**config.mk**
```make
export PLATFORM = sky130hd
export DESIGN_NAME = cmd_sched
export DESIGN_NICKNAME = d
export VERILOG_FILES = /design/src/rtl/cmd_sched.sv
export SDC_FILE = /design/constraint.sdc
export NUM_CORES = 1
export LEC_CHECK = 0
export BUFFER_PORTS_ARGS = -buffer_cell sky130_fd_sc_hd__buf_2
export CORE_ASPECT_RATIO = 0.7
export CORE_MARGIN = 2
export CORE_UTILIZATION = 45
export CTS_CLUSTER_DIAMETER = 80
export DETAILED_ROUTE_END_ITERATION = 8
export GPL_ROUTABILITY_DRIVEN = 0
export PLACE_DENSITY = 0.69
export SYNTH_ARGS = -nofsm -noshare
export SYNTH_HDL_FRONTEND = slang
export SYNTH_SLANG_ARGS = --single-unit
```
**constraint.sdc**
```tcl
create_clock -name clk -period 2.8 [get_ports clk]
set_input_delay 0.28 -clock clk [delete_from_list [all_inputs] [get_ports clk]]
set_output_delay 0.28 -clock clk [all_outputs]
set_load 0.02 [all_outputs]
```
**src/rtl/cmd_sched.sv**
```systemverilog
// Command-packet scheduler: starts the parser once a full packet sits in fifoc, then applies or rejects it.
// Optional parse watchdog and parse_rst output are enabled by defining CMD_SCHED_TIMEOUT_EN.
module cmd_sched #(
  parameter logic [11:0] MIN_LEN = 12'd4,
  parameter logic [11:0] MAX_LEN = 12'd32,
  parameter logic [3:0]  MAX_ERR = 4'd3,
  parameter logic [3:0]  GAP_CYC = 4'd2
`ifdef CMD_SCHED_TIMEOUT_EN
  ,parameter logic [15:0] TIMEOUT = 16'd1024
`endif
) (
  input  logic        clk,
  input  logic        rst,
  input  logic        enable,
  input  logic [11:0] cfg_len,
  input  logic [11:0] fifoc_cnt,
  output logic [11:0] data_len,
  output logic        fs,
  input  logic        fd,
  input  logic        err,
  output logic        cfg_apply,
  output logic        cfg_reject,
  output logic        fifo_flush,
  output logic        len_bad,
  output logic        busy,
  output logic [15:0] good_cnt,
  output logic [15:0] bad_cnt
`ifdef CMD_SCHED_TIMEOUT_EN
  ,output logic       parse_rst
`endif
);

  typedef enum logic [2:0] {
    S_IDLE, S_WAIT, S_PARSE, S_RELEASE, S_APPLY, S_REJECT, S_FLUSH, S_GAP
  } state_t;

  state_t      state_q, state_d;
  logic [11:0] data_len_q, data_len_d;
  logic        fs_q, fs_d;
  logic        err_q, err_d;
  logic        cfg_apply_q, cfg_apply_d;
  logic        cfg_reject_q, cfg_reject_d;
  logic        fifo_flush_q, fifo_flush_d;
  logic        len_bad_q, len_bad_d;
  logic        busy_q, busy_d;
  logic [15:0] good_cnt_q, good_cnt_d;
  logic [15:0] bad_cnt_q, bad_cnt_d;
  logic [3:0]  consec_err_q, consec_err_d;
  logic [3:0]  gap_q, gap_d;
  logic        len_ok;
`ifdef CMD_SCHED_TIMEOUT_EN
  logic [15:0] wdog_q, wdog_d;
  logic        tmo_q, tmo_d;
  logic        parse_rst_q, parse_rst_d;
`endif

  assign len_ok = (cfg_len >= MIN_LEN) && (cfg_len <= MAX_LEN);

  // Every output flop is written on the edge where the FSM performs the matching action.
  always_comb begin
    state_d      = state_q;
    data_len_d   = data_len_q;
    fs_d         = fs_q;
    err_d        = err_q;
    cfg_apply_d  = 1'b0;
    cfg_reject_d = 1'b0;
    fifo_flush_d = 1'b0;
    len_bad_d    = 1'b0;
    good_cnt_d   = good_cnt_q;
    bad_cnt_d    = bad_cnt_q;
    consec_err_d = consec_err_q;
    gap_d        = gap_q;
`ifdef CMD_SCHED_TIMEOUT_EN
    wdog_d       = wdog_q;
    tmo_d        = tmo_q;
    parse_rst_d  = 1'b0;
`endif
    case (state_q)
      S_IDLE: begin
        if (enable) state_d = S_WAIT;
      end
      S_WAIT: begin
        if (!enable) begin
          state_d = S_IDLE;
        end else if (!len_ok) begin
          len_bad_d = 1'b1;
        end else if (fifoc_cnt >= cfg_len) begin
          state_d    = S_PARSE;
          data_len_d = cfg_len;
          fs_d       = 1'b1;
`ifdef CMD_SCHED_TIMEOUT_EN
          wdog_d     = 16'd0;
          tmo_d      = 1'b0;
`endif
        end
      end
      S_PARSE: begin
        if (fd) begin
          err_d   = err;
          fs_d    = 1'b0;
          state_d = S_RELEASE;
        end
`ifdef CMD_SCHED_TIMEOUT_EN
        else if (wdog_q + 16'd1 >= TIMEOUT) begin
          fs_d         = 1'b0;
          bad_cnt_d    = (bad_cnt_q == 16'hFFFF) ? bad_cnt_q : bad_cnt_q + 16'd1;
          consec_err_d = 4'd0;
          tmo_d        = 1'b1;
          state_d      = S_FLUSH;
        end else begin
          wdog_d = wdog_q + 16'd1;
        end
`endif
      end
      S_RELEASE: begin
        fs_d = 1'b0;
        if (!fd) state_d = err_q ? S_REJECT : S_APPLY;
      end
      S_APPLY: begin
        cfg_apply_d  = 1'b1;
        good_cnt_d   = (good_cnt_q == 16'hFFFF) ? good_cnt_q : good_cnt_q + 16'd1;
        consec_err_d = 4'd0;
        gap_d        = GAP_CYC;
        state_d      = S_GAP;
      end
      S_REJECT: begin
        cfg_reject_d = 1'b1;
        bad_cnt_d    = (bad_cnt_q == 16'hFFFF) ? bad_cnt_q : bad_cnt_q + 16'd1;
        consec_err_d = consec_err_q + 4'd1;
        if (consec_err_q + 4'd1 == MAX_ERR) begin
          state_d = S_FLUSH;
        end else begin
          gap_d   = GAP_CYC;
          state_d = S_GAP;
        end
      end
      S_FLUSH: begin
        fifo_flush_d = 1'b1;
        consec_err_d = 4'd0;
`ifdef CMD_SCHED_TIMEOUT_EN
        parse_rst_d  = tmo_q;
        tmo_d        = 1'b0;
`endif
        gap_d        = GAP_CYC;
        state_d      = S_GAP;
      end
      S_GAP: begin
        // A zero gap setting still spends one cycle here.
        if (gap_q <= 4'd1) state_d = S_WAIT;
        else               gap_d   = gap_q - 4'd1;
      end
      default: begin
        state_d = S_IDLE;
        fs_d    = 1'b0;
      end
    endcase
    busy_d = (state_d != S_IDLE) && (state_d != S_WAIT);
  end

  always_ff @(posedge clk) begin
    if (rst) begin
      state_q      <= S_IDLE;
      data_len_q   <= 12'd0;
      fs_q         <= 1'b0;
      err_q        <= 1'b0;
      cfg_apply_q  <= 1'b0;
      cfg_reject_q <= 1'b0;
      fifo_flush_q <= 1'b0;
      len_bad_q    <= 1'b0;
      busy_q       <= 1'b0;
      good_cnt_q   <= 16'd0;
      bad_cnt_q    <= 16'd0;
      consec_err_q <= 4'd0;
      gap_q        <= 4'd0;
`ifdef CMD_SCHED_TIMEOUT_EN
      wdog_q       <= 16'd0;
      tmo_q        <= 1'b0;
      parse_rst_q  <= 1'b0;
`endif
    end else begin
      state_q      <= state_d;
      data_len_q   <= data_len_d;
      fs_q         <= fs_d;
      err_q        <= err_d;
      cfg_apply_q  <= cfg_apply_d;
      cfg_reject_q <= cfg_reject_d;
      fifo_flush_q <= fifo_flush_d;
      len_bad_q    <= len_bad_d;
      busy_q       <= busy_d;
      good_cnt_q   <= good_cnt_d;
      bad_cnt_q    <= bad_cnt_d;
      consec_err_q <= consec_err_d;
      gap_q        <= gap_d;
`ifdef CMD_SCHED_TIMEOUT_EN
      wdog_q       <= wdog_d;
      tmo_q        <= tmo_d;
      parse_rst_q  <= parse_rst_d;
`endif
    end
  end

  assign data_len   = data_len_q;
  assign fs         = fs_q;
  assign cfg_apply  = cfg_apply_q;
  assign cfg_reject = cfg_reject_q;
  assign fifo_flush = fifo_flush_q;
  assign len_bad    = len_bad_q;
  assign busy       = busy_q;
  assign good_cnt   = good_cnt_q;
  assign bad_cnt    = bad_cnt_q;
`ifdef CMD_SCHED_TIMEOUT_EN
  assign parse_rst  = parse_rst_q;
`endif

endmodule

```
# [Yosys cells after proc, flatten, opt, wreduce, memory -nomap -nowiden]
# Cells that the tools add are included.
[classes] muxes=23 add_sub_neg=4 n_eq_ne=17 n_bitwise=4 order_cmp=4 n_mul=0 shifts=0 div_mod_pow=0 n_reduce_logical=15
[ops] cell="16-bit by 1-bit adder with 16-bit output (second input constant)" n=2
[ops] cell="16-bit equality test (second input constant)" n=2
[ops] cell="3-bit 2-to-1 mux" n=7
[ops] cell="3-bit one-hot mux with 7 select lines" n=1
[ops] cell="3-bit equality test (second input constant)" n=4
[ops] cell="12-bit greater-or-equal comparator" n=1
[ops] cell="12-bit by 3-bit greater-or-equal comparator with 1-bit output (second input constant)" n=1
[ops] cell="12-bit by 6-bit <= comparator with 1-bit output (second input constant)" n=1
[ops] cell="2-bit != test (second input constant)" n=6
[ops] cell="4-bit one-hot mux with 3 select lines" n=1
[ops] cell="1-bit 2-to-1 mux" n=10
[ops] cell="3-bit nonzero test" n=3
[ops] cell="4-bit 2-to-1 mux" n=2
[ops] cell="4-bit one-hot mux with 2 select lines" n=1
[ops] cell="3-bit by 2-bit equality test with 1-bit output (second input constant)" n=2
[ops] cell="2-bit AND reduction" n=3
[ops] cell="5-bit AND reduction" n=1
[ops] cell="4-bit by 1-bit adder with 4-bit output (second input constant)" n=1
[ops] cell="4-bit by 2-bit equality test with 1-bit output (second input constant)" n=1
[ops] cell="4-bit by 1-bit <= comparator with 1-bit output (second input constant)" n=1
[ops] cell="1-bit inverter" n=4
[ops] cell="4-bit AND reduction" n=1
[ops] cell="4-bit by 1-bit subtractor with 4-bit output (second input constant)" n=1
[ops] cell="3-bit by 1-bit equality test with 1-bit output (second input constant)" n=1
[ops] cell="8 further kinds" n=9
[totals] output_inout_bits=50 latch_bits=0 inputBits=29 romBits=0 register_bits=62 ram_bits=0 elab_cells=80 memories=0

# [Logic depth before layout (Yosys ltp)]
# Gate-level depths: netlist (run 1).
[depth] ltp_word=7 ltp_mapped=8 depth_no_buf=7

# [Worst setup path after synthesis (run 1)]
# Ideal clock, no wire load.
[synth_timing] kind="in2reg" from="input cfg_len[10]" to="register data_len_q[0], in the netlist data_len[0]" slack_ns=0.725 arrival_ns=2.003 n_path_buf=1 t_required_ns=2.728 path_stages=7 setup_time_ns=0.072 path_cell_list="inv_1 -> ha_1 -> nand4_1 -> or4_1 -> a311oi_4 -> buf_6 -> mux2i_1"
[synth_between] elab_chain_len=3 word_cells_on_any_way=5 classes_between="order compare: 3; reduce/logical: 2"
[synth_lines] item="from (decl)" line="15" source="input logic [11:0] cfg_len,"
[synth_lines] item="12-bit by 3-bit greater-or-equal comparator with 1-bit output / 12-bit by 6-bit <= comparator with 1-bit output (equally long branches)" line="57" source="assign len_ok = (cfg_len >= MIN_LEN) && (cfg_len <= MAX_LEN);"
[synth_lines] item="1-bit logical AND" line="57"
[synth_lines] item="4-bit AND reduction (no line) *"
[synth_lines] item="to (signal assigned)" line="182" source="data_len_q <= data_len_d;"
[synth_lines] item="to (decl)" line="38" source="logic [11:0] data_len_q, data_len_d;"
# Mark *: on every way between the ends. The rest lies on a longest branch, timed or not.
# A chain may end at the register's enable or synchronous reset.

# [Worst setup path after layout (run 1)]
[layout_timing] from="register state_q[1]" to="register bad_cnt_q[9], in the netlist bad_cnt[9]"
[layout_between] elab_chain_len=2
[layout_lines] item="from (decl)" line="37" source="state_t state_q, state_d;"
[layout_lines] item="from (signal assigned)" line="181" source="state_q <= state_d;"
[layout_lines] item="3-bit equality test" line="78" source="case (state_q)"
[layout_lines] item="2-bit AND reduction (no line)"
[layout_lines] item="to (signal assigned)" line="191" source="bad_cnt_q <= bad_cnt_d;"
[layout_lines] item="to (decl)" line="47" source="logic [15:0] bad_cnt_q, bad_cnt_d;"
# No other way between the ends.

==> results.py, run 1 <==
metrics = {
    "outcome": {
        "status": "finished clean",
    },
    "die": {
        "start_util_pct": 46.60,
        "design.core.area_mm2": 0.006788,
        "floorplan.die.height_um": 74.15,
        "total_die_area_mm2": 0.007726,
        "placement_rows": 25,
        "die-width_um": 104.2,
        "floorplan.io_pins": 79,
    },
    "global_route": {
        "first_global_vias": 2565,
        "pin_count_of_the_biggest_net_entering_global_routing": 49,
        "tot_gr_track_use_pct": 19.12,
        "grt_pass1_wl_mm": 11.86,
        "grt.overflow.total": 0,
        "initial_antenna_violation_count": 0,
    },
    "synthesis": {
        "yosys_warnings": 0,
        "netlist_area_mm2": 0.003163,
        "synth_cells": 364,
        "synth-main-ff-cell": "sky130_fd_sc_hd__dfxtp_1",
        "yosys_register_bits": 62,
        "async_reset_ff_share_pct": 0,
        "synth_fp_nets": 411,
        "synthDominantCellAreaShare_pct": 39.24,
        "synth_top_cell_by_area": "sky130_fd_sc_hd__dfxtp_1",
        "synth_cell_types": 51,
        "synth-edff-count": 0,
        "yosysSeqAreaShare_pct": 39.24,
        "synth.avg_cell_area_um2": 8.690,
        "synth.top_cells.by_area": "sky130_fd_sc_hd__dfxtp_1 (39%), sky130_fd_sc_hd__ha_1 (7.1%), sky130_fd_sc_hd__xnor2_1 (5.5%)",
    },
    "pwr": {
        "total_switching_power_mw": 0.4033,
        "p_int_mw": 1.453,
        "comb_power_share_pct": 5.5,
        "power_switching_share_pct": 21.72,
        "power.share.sequential_pct": 47.7,
        "ir_drop_v": 0.0003100,
        "clkPwrFrac_pct": 46.8,
        "power.density_cell_area_mw_per_mm2": 479.2,
        "total_power_mw": 1.857,
        "p_leak_nw": 1.690,
    },
    "routing": {
        "route.detailed.vias_per_inst": 5.221,
        "postRouteAntennaNets": 0,
        "vias": 2835,
        "drt_wl_total_mm": 7.014,
        "routed-wl-met2_mm": 3.025,
        "highest_metal_used": "met4",
        "detail_route.drc_violations": 0,
        "wl_met1_mm": 3.526,
        "first_iter_violations": 152,
        "wl_met3_um": 363,
        "drt_first_pass_iters": 4,
        "routedWlPerCell_um": 12.92,
    },
    "sta": {
        "max_slew_margin_pct": 53.58,
        "fin_tns_setup_ps": 0,
        "worst_pin_slew_ps": 687.3,
        "share_of_the_clock_period_used_by_the_worst_path_after_layout_pct": 72.88,
        "final-max-slew-violation-count": 0,
        "setup_viol": 0,
        "maximum_clock_skew_at_final_layout_ps": 10.33,
        "finalHoldViolCount": 0,
        "finalCriticalPeriod_ps": 2041,
        "max_freq_mhz": 490.1,
        "rsz0062_at_grt": "false",
    },
    "cts": {
        "post_cts_buffers": 0,
        "cts-htree-levels": 3,
        "clock_latency_ps": 340,
        "root_buffer": "sky130_fd_sc_hd__clkbuf_8",
        "ctsHoldBuffers": 0,
        "tritoncts": "built",
        "cts.reportedPaths.clkPinSlew_ps": 70,
        "postCtsResizedCells": 0,
        "clock-sinks": 62,
        "tritoncts.num_buffers": 9,
        "cts_max_path_buffers": 2,
    },
    "worst_setup_path": {
        "critPathCaptureType": "register",
        "cpPeakStageDelay_ps": 570,
        "crit_path_start_kind": "register",
        "timing.critical_path.fanout_max": 16,
        "critPathSlowestCell": "sky130_fd_sc_hd__a2111oi_0",
        "crit_arrival_ps": 2250,
        "timing.critical_path.required_ps": 3010,
        "worst-path-buf-inv": 0,
        "crit_path_leading_delay_family": "simple AND/OR/NAND/NOR gates",
        "path_class": "reg2reg",
        "cp_cell_instances": "and3b_1 > nand4_1 > a2111oi_0 > xnor2_1 > nor2_1",
    },
    "finish": {
        "drive_above_1_share_pct": 22.94,
        "footprint_of_the_multi_input_gates_mm2": 0.001782,
        "non_filler_cells_in_the_finished_layout": 543,
        "layout.nets": 491,
        "filler_cell_count": 620,
        "seqCellArea_mm2": 0.001241,
        "syn2layout_area_growth_pct": 22.51,
        "n_antenna_cell": 0,
    },
    "place": {
        "detailed_place_hpwl_mm": 5.197,
        "post-place-cells": 527,
        "placement.io_buffers": 78,
    },
    "job": {
        "maxCapViolations": 0,
    },
    "worst_hold_path": {
        "hold_class": "in2reg",
    },
}
[metrics by stage]
step / hold WS [ps] / cell area (µm²) / utilization (%) / worst slack [ps]
floorplan: 422.2 / 3163 / - / 725.3
global placement: 441.6 / 3651 / 53.79 / 489.1
detailed placement: 452.9 / 3651 / 53.79 / 424.0
CTS: 193.5 / 3875 / 57.09 / 780.6
global route: 193.1 / 3875 / 57.09 / 586.9
finish: 203.7 / 3875 / 57.09 / 759.4
[state kept, by name, summed over array words and instances (netlist names), 3 cells and up]
name,count
good_cnt,16
state_q,3
bad_cnt,16
data_len,12
gap_q,4
consec_err_q,4
[layout make-up]
| type | count | share of cell area (%) |
|---|---|---|
| clock buffers | 11 | 3.649 |
| clock inverters | 5 | 2.131 |
| inverters | 20 | 1.937 |
| multi-input cells | 267 | 45.98 |
| flip-flops and latches | 62 | 32.03 |
| well taps | 94 | 3.035 |
| repair buffers | 84 | 11.24 |
[cells in the mapped netlist, types with 2 or more instances]
library cell,count
sky130_fd_sc_hd__dfxtp_1,62
sky130_fd_sc_hd__nor2_1,44
sky130_fd_sc_hd__nand2_1,34
sky130_fd_sc_hd__xnor2_1,20
sky130_fd_sc_hd__inv_1,19
sky130_fd_sc_hd__ha_1,18
sky130_fd_sc_hd__a21oi_1,15
sky130_fd_sc_hd__clkbuf_1,13
sky130_fd_sc_hd__nand4_1,12
sky130_fd_sc_hd__mux2i_1,10
sky130_fd_sc_hd__nor3_1,10
sky130_fd_sc_hd__nor3b_1,9
sky130_fd_sc_hd__xor2_1,8
sky130_fd_sc_hd__nand3_1,7
sky130_fd_sc_hd__o21ai_0,7
sky130_fd_sc_hd__and3_1,6
sky130_fd_sc_hd__a31oi_1,4
sky130_fd_sc_hd__and4_1,4
sky130_fd_sc_hd__nor2b_1,4
sky130_fd_sc_hd__nor4_1,4
sky130_fd_sc_hd__or4_1,4
sky130_fd_sc_hd__a211oi_1,3
sky130_fd_sc_hd__a21o_1,3
sky130_fd_sc_hd__a311oi_1,3
sky130_fd_sc_hd__and2_1,3
sky130_fd_sc_hd__o211ai_1,3
sky130_fd_sc_hd__or3_1,3
sky130_fd_sc_hd__a2111oi_0,2
sky130_fd_sc_hd__nand2b_1,2
sky130_fd_sc_hd__nor4b_1,2
sky130_fd_sc_hd__nor4bb_1,2
sky130_fd_sc_hd__o211a_1,2
sky130_fd_sc_hd__o21a_1,2
sky130_fd_sc_hd__o31ai_1,2
sky130_fd_sc_hd__o41ai_1,2
[power by group through the flow]
stage	Clock [mW]	Sequential [mW]	Combinational, mW
floorplan	0	0.905	0.0608
global placement	0	0.905	0.0987
detailed placement	0	0.906	0.103
CTS	0.892	0.885	0.103
global route	0.932	0.886	0.117
finish	0.869	0.885	0.103
[metal layers]
layer  global-route usage, %  up-vias
li1                        -     1454
met1                   25.20     1306
met2                   29.90       65
met3                   6.310       10
met4                   6.757        0
met5                       0        -
[worst reg2reg max path: cells and delay by family (launching register included)]
family | cells | cell delay, ps
AOI/OAI and AO/OA | 1 | 570
DFF | 1 | 440
and+or+nand+nor | 3 | 730
xor gates and xnor gates | 1 | 180
[layout by cell type, fill, tap and decap left out, drive strengths merged, types with 11 or more instances in the layout]
cell type  netlist  final
nand4           13     13
inv             19     19
clkbuf          14     11
nor2            44     44
dfxtp           62     62
a21oi           15     15
nand2           34     34
xnor2           20     20
buf              1     84
ha              18     18
[kinds of logic after synthesis]
logic type / share of synthesized area, %
AND/OR/NAND/NOR: 26.38
flip-flops: 39.24
AO/OA/AOI/OAI: 11.91
buffers and inverters: 4.430
XOR/XNOR: 7.753
adder cells (fa/ha/maj): 7.120
multiplexers: 3.165
[path summary, 6_finish.rpt]
| kind | slack (ps) | to | startpoint | cells past startpoint |
|---|---|---|---|---|
| worst max register to register | 760 | bad_cnt[9] | state_q[1] | 5 |
| worst max-delay path | 760 | bad_cnt[9] | state_q[1] | 5 |
| worst min register to register | 460 | data_len[0] | data_len[0] | 2 |
| worst min-delay path | 200 | data_len[2] | cfg_len[2] | 3 |
No activity file was read; power rests on OpenSTA's default activity.
==> run 2, diff against run 1 <==
Settings changed: PLACE_DENSITY 0.69 to 0.72.
Clock period 2.8 ns to 1.82 ns, I/O delays scaled along.
==> run 2 against run 1 <==
Cell count up 5.5%. Global-route usage grew 0.73 points. Combinational power grew 150%. Utilization rose by 8.2 points. First-iteration DRC count shrank 16%. Sequential power is 54% higher. Hold slack worse by 100 ps. Via count up 5.1%. Critical path depth grew 3. Clock skew down 2.6 ps. Clock power is 71% higher. Worst setup slack worse by 730 ps.
==> results.py, run 2 (synthesis gave the netlist of run 1 again) <==
metrics = {
    "finish": {
        "filler_cell_count": 574,
        "layout_commonest_cell": "sky130_fd_sc_hd__buf_2",
        "layout.nets": 521,
        "syn2layout_area_growth_pct": 40.03,
        "n_antenna_cell": 0,
        "non_filler_cells_in_the_finished_layout": 573,
        "final_cell_mix": "sky130_fd_sc_hd__buf_2 (70), sky130_fd_sc_hd__dfxtp_1 (61), sky130_fd_sc_hd__nor2_1 (43), sky130_fd_sc_hd__nand2_1 (34), sky130_fd_sc_hd__buf_4 (34)",
        "footprint_of_the_multi_input_gates_mm2": 0.002016,
        "drive_above_1_share_pct": 35.70,
        "seqCellArea_mm2": 0.001242,
    },
    "pwr": {
        "power_switching_share_pct": 22.52,
        "comb_power_share_pct": 8.2,
        "total_switching_power_mw": 0.6989,
        "p_leak_nw": 1.871,
        "clkPwrFrac_pct": 48.0,
        "power.share.sequential_pct": 43.9,
        "ir_drop_v": 0.0005603,
        "power.density_cell_area_mw_per_mm2": 700.6,
        "p_int_mw": 2.404,
    },
    "place": {
        "placement.io_buffers": 78,
        "detailed_place_hpwl_mm": 5.508,
        "post-place-cells": 556,
    },
    "routing": {
        "drt_wl_total_mm": 8.085,
        "routedWlPerCell_um": 14.11,
        "first_iter_violations": 127,
        "drt_first_pass_iters": 4,
        "detail_route.drc_violations": 0,
        "postRouteAntennaNets": 0,
        "route.detailed.vias_per_inst": 5.202,
        "vias": 2981,
    },
    "sta": {
        "rsz0062_at_grt": "true",
        "finalHoldViolCount": 0,
        "setup_viol": 0,
        "max_freq_mhz": 560.0,
        "worst_pin_slew_ps": 495.5,
        "share_of_the_clock_period_used_by_the_worst_path_after_layout_pct": 98.12,
        "fin_tns_setup_ps": 0,
        "finalCriticalPeriod_ps": 1786,
        "final-max-slew-violation-count": 0,
        "maximum_clock_skew_at_final_layout_ps": 7.704,
        "max_slew_margin_pct": 66.76,
        "whs_ps": 103.2,
    },
    "worst_setup_path": {
        "crit_path_from": "fifoc_cnt[3]",
        "crit_arrival_ps": 2050,
        "rr_endpoint": "busy",
        "crit_path_start_kind": "input pin",
        "timing.critical_path.required_ps": 2090,
        "crit_end": "data_len[4]",
        "r2r_setup_slack_ps": 80,
        "critPathCaptureType": "register",
        "timing.critical_path.fanout_max": 4,
        "path_class": "in2reg",
        "worst_r2r_startpoint": "state_q[2]",
        "depth_of_the_worst_register_to_register_path": 6,
    },
    "die": {
        "die-width_um": 104.2,
        "floorplan.io_pins": 79,
        "floorplan.die.height_um": 74.15,
        "design.core.area_mm2": 0.006788,
        "start_util_pct": 46.60,
        "placement_rows": 25,
        "total_die_area_mm2": 0.007726,
    },
    "worst_hold_path": {
        "hold_class": "in2reg",
        "holdPathStages": 3,
    },
    "outcome": {
        "status": "finished clean",
    },
    "global_route": {
        "tot_gr_track_use_pct": 19.85,
        "initial_antenna_violation_count": 0,
        "grt_pass1_wl_mm": 12.36,
        "first_global_vias": 2691,
        "grt.overflow.total": 0,
        "pin_count_of_the_biggest_net_entering_global_routing": 26,
    },
    "cts": {
        "cts-htree-levels": 3,
        "tritoncts.num_buffers": 9,
        "clock-sinks": 62,
        "cts_max_path_buffers": 2,
        "root_buffer": "sky130_fd_sc_hd__clkbuf_8",
        "tritoncts": "built",
        "clock_latency_ps": 340,
        "cts.reportedPaths.clkPinSlew_ps": 70,
    },
    "job": {
        "maxCapViolations": 0,
    },
}
-- run 2: cell count changes in the layout (fill, tap and decap cells not counted), sizes merged --
cell / before / now
buf: 84 / 114
clkbuf: 11 / 9
bufinv: 2 / 3
inv: 19 / 20
-- run 2: area by class of cell --
type | instances | share of cell area, %
clock buffer | 9 | 2.797
clock inverter | 7 | 2.740
inverter | 20 | 2.034
multi-input combinational | 267 | 45.51
sequential | 62 | 28.05
tap | 94 | 2.655
timing repair buffer | 114 | 16.21
-- run 2: worst max-delay path: stages --
cell                       delay, ps
sky130_fd_sc_hd__buf_2           100
sky130_fd_sc_hd__ha_1            280
sky130_fd_sc_hd__o21a_1          150
sky130_fd_sc_hd__nor2_2           50
sky130_fd_sc_hd__or4_4           510
sky130_fd_sc_hd__a311oi_4        400
sky130_fd_sc_hd__buf_4           180
sky130_fd_sc_hd__mux2i_1         190
-- run 2: what timing repair did --
action | in CTS | in global routing
gates resized for setup | 0 | 41
hold buffers | 0 | 0
hold endpoints to repair | 0 | 0
endpoints found under the setup margin | 0 | 29
setup buffers | 0 | 1
-- run 2: per-stage QoR --
stage / utilization [%] / area, µm² / power (mW) / setup WS (ps)
2_1_floorplan: - / 3263 / 1.498 / -88.28
3_3_place_gp: 58.45 / 3968 / 1.593 / -301.7
3_5_place_dp: 58.45 / 3968 / 1.599 / -337.2
4_1_cts: 62.06 / 4213 / 3.085 / 19.37
5_1_grt: 65.25 / 4429 / 3.218 / -47.03
6_report: 65.25 / 4429 / 3.103 / 34.17
-- run 2: worst min path at each step --
stage	start	endpoint	slack [ps]
global placement	err	err_q	420
CTS	err	err_q	100
floorplan	cfg_len[0]	data_len[0]	320
global route	err	err_q	150
detailed placement	err	err_q	450
finish	err	err_q	100
-- run 2: power by group through the flow --
stage	logic (mW)	clock network [mW]	registers [mW]
3_3_place_gp	0.201	0	1.39
3_5_place_dp	0.206	0	1.39
5_1_grt	0.280	1.58	1.36
2_1_floorplan	0.106	0	1.39
6_report	0.253	1.49	1.36
4_1_cts	0.208	1.52	1.36
-- run 2: per-layer routing --
layer	wire length [µm]	share of wire (%)	track usage (%)
met1	3696	46	25.00
met2	3933	49	33.26
met3	347	4.3	5.872
met4	107	1.3	6.907
met5	0	0	0
==> run 3, diff against run 2 <==
Settings changed: CORE_UTILIZATION 45 to 48, CTS_CLUSTER_DIAMETER 80 to default, PLACE_DENSITY 0.72 to 0.76, SLEW_MARGIN from default to 40.
==> run 3 against run 2 <==
Flip-flop and latch count unchanged. Critical path depth up 1. Wire length down 6.7%. Non-clock buffer count up 1. Clock skew down 4.1 ps. Total power down 9.0%. Sequential power about the same. Register-to-register slack about the same. Clock power down 16%. Cell count down 2.6%. Hold slack worse by 28 ps. Sequential share of layout area up 1.2 points. Critical path type unchanged. Highest routed layer unchanged.
==> results.py, run 3 (synthesis gave the netlist of run 1 again) <==
metrics = {
    "outcome": {
        "status": "finished clean",
    },
    "routing": {
        "detail_route.drc_violations": 0,
        "first_iter_violations": 157,
        "vias": 2977,
        "routedWlPerCell_um": 13.53,
        "drt_first_pass_iters": 4,
        "postRouteAntennaNets": 0,
        "drt_wl_total_mm": 7.547,
        "route.detailed.vias_per_inst": 5.335,
    },
    "pwr": {
        "ir_drop_v": 0.0004835,
        "p_int_mw": 2.166,
        "power.share.sequential_pct": 48.2,
        "clkPwrFrac_pct": 44.3,
        "total_switching_power_mw": 0.6571,
        "power.density_cell_area_mw_per_mm2": 664.1,
        "total_power_mw": 2.823,
        "power_switching_share_pct": 23.27,
        "comb_power_share_pct": 7.5,
        "p_leak_nw": 1.843,
    },
    "worst_setup_path": {
        "crit_arrival_ps": 2050,
        "timing.critical_path.fanout_max": 7,
        "critPathCaptureType": "register",
        "crit_path_start_kind": "input pin",
        "timing.critical_path.required_ps": 2090,
        "path_class": "in2reg",
    },
    "die": {
        "start_util_pct": 50.16,
        "floorplan.io_pins": 79,
        "total_die_area_mm2": 0.007265,
        "placement_rows": 24,
        "design.core.area_mm2": 0.006306,
        "floorplan.die.height_um": 71.92,
        "die-width_um": 101.0,
    },
    "global_route": {
        "tot_gr_track_use_pct": 21.37,
        "pin_count_of_the_biggest_net_entering_global_routing": 26,
        "first_global_vias": 2727,
        "grt_pass1_wl_mm": 12.34,
        "grt.overflow.total": 0,
        "initial_antenna_violation_count": 0,
    },
    "cts": {
        "cts-htree-levels": 3,
        "root_buffer": "sky130_fd_sc_hd__clkbuf_8",
        "clock-sinks": 62,
        "clock_latency_ps": 340,
        "cts.reportedPaths.clkPinSlew_ps": 70,
        "tritoncts": "built",
        "tritoncts.num_buffers": 9,
        "ctsHoldBuffers": 0,
        "cts_max_path_buffers": 2,
    },
    "finish": {
        "non_filler_cells_in_the_finished_layout": 558,
        "layout.nets": 522,
        "n_antenna_cell": 0,
        "final_cell_mix": "sky130_fd_sc_hd__buf_2 (77), sky130_fd_sc_hd__dfxtp_1 (59), sky130_fd_sc_hd__nor2_1 (44), sky130_fd_sc_hd__buf_4 (35), sky130_fd_sc_hd__nand2_1 (34)",
        "syn2layout_area_growth_pct": 34.41,
        "drive_above_1_share_pct": 33.75,
        "postLayoutCoreUtil_pct": 67.42,
        "layout_commonest_cell": "sky130_fd_sc_hd__buf_2",
    },
    "job": {
        "maxCapViolations": 0,
    },
    "sta": {
        "maximum_clock_skew_at_final_layout_ps": 3.594,
        "final-max-slew-violation-count": 0,
        "max_slew_margin_pct": 64.48,
        "setup_viol": 0,
        "worst_pin_slew_ps": 529.6,
        "finalHoldViolCount": 0,
        "rsz0062_at_grt": "true",
        "max_freq_mhz": 562.7,
        "share_of_the_clock_period_used_by_the_worst_path_after_layout_pct": 97.65,
        "fin_tns_setup_ps": 0,
        "finalCriticalPeriod_ps": 1777,
        "whs_ps": 74.79,
    },
    "place": {
        "detailed_place_hpwl_mm": 5.521,
        "placement.io_buffers": 78,
        "post-place-cells": 540,
    },
    "worst_hold_path": {
        "hold_class": "in2reg",
    },
}
[run 3: changes by cell type in the layout (fill, tap and decap cells not counted), sizes merged]
| cell | previous run | this run |
|---|---|---|
| clkinv | 4 | 3 |
| clkinvlp | 0 | 1 |
| buf | 114 | 115 |
| bufinv | 3 | 1 |
| clkbuf | 9 | 11 |
[run 3: cell type report]
| cell class | count | area (µm²) |
|---|---|---|
| Tap cell | 78 | 97.59 |
| Multi-Input combinational cell | 267 | 1914 |
| Fill cell | 512 | 2054 |
| Inverter | 20 | 87.58 |
| Sequential cell | 62 | 1245 |
| Clock buffer | 11 | 151.4 |
| Timing Repair Buffer | 115 | 699.4 |
| Clock inverter | 5 | 56.30 |
[run 3: final timing paths]
path | startpoint | to | slack [ps] | depth (start not counted)
min | err | err_q | 70 | 3
max | cfg_len[0] | data_len[4] | 40 | 9
max reg2reg | bad_cnt[0] | bad_cnt[9] | 70 | 6
min reg2reg | data_len[1] | data_len[1] | 470 | 2
[run 3: worst max-delay path: stages]
cell and delay, ps:
sky130_fd_sc_hd__buf_2 110, sky130_fd_sc_hd__ha_1 260, sky130_fd_sc_hd__nand2b_1 90, sky130_fd_sc_hd__a2111oi_1 70, sky130_fd_sc_hd__buf_4 140, sky130_fd_sc_hd__or4_4 440
sky130_fd_sc_hd__a311oi_4 370, sky130_fd_sc_hd__buf_12 180, sky130_fd_sc_hd__mux2i_1 200
[run 3: power by group through the flow]
| stage | Clock (mW) | Combinational (mW) | Sequential (mW) |
|---|---|---|---|
| 4_1_cts | 1.29 | 0.207 | 1.36 |
| 3_3_place_gp | 0 | 0.201 | 1.39 |
| 2_1_floorplan | 0 | 0.106 | 1.39 |
| 6_report | 1.25 | 0.212 | 1.36 |
| 3_5_place_dp | 0 | 0.206 | 1.39 |
| 5_1_grt | 1.33 | 0.239 | 1.36 |
[run 3: per-stage QoR]
stage                     setup WS [ps]  area (µm²)
after floorplan                  -88.28        3263
after global placement           -253.0        3960
final                             42.84        4252
after global routing             -33.16        4252
after detailed placement         -320.7        3960
after CTS                         36.49        4168
[run 3: routing by layer]
layer	vias to the layer above	global-route usage (%)	routed length (µm)
li1	1515	-	-
met5	-	0	0
met4	0	8.258	121
met2	77	31.85	3435
met3	13	6.069	355
met1	1372	29.63	3636
[run 3: timing repair]
action | 4_1_cts | 5_1_grt
setup buffers | 0 | 2
endpoints found under the hold margin | 0 | 0
resized for setup | 0 | 14
endpoints found under the setup margin | 0 | 12
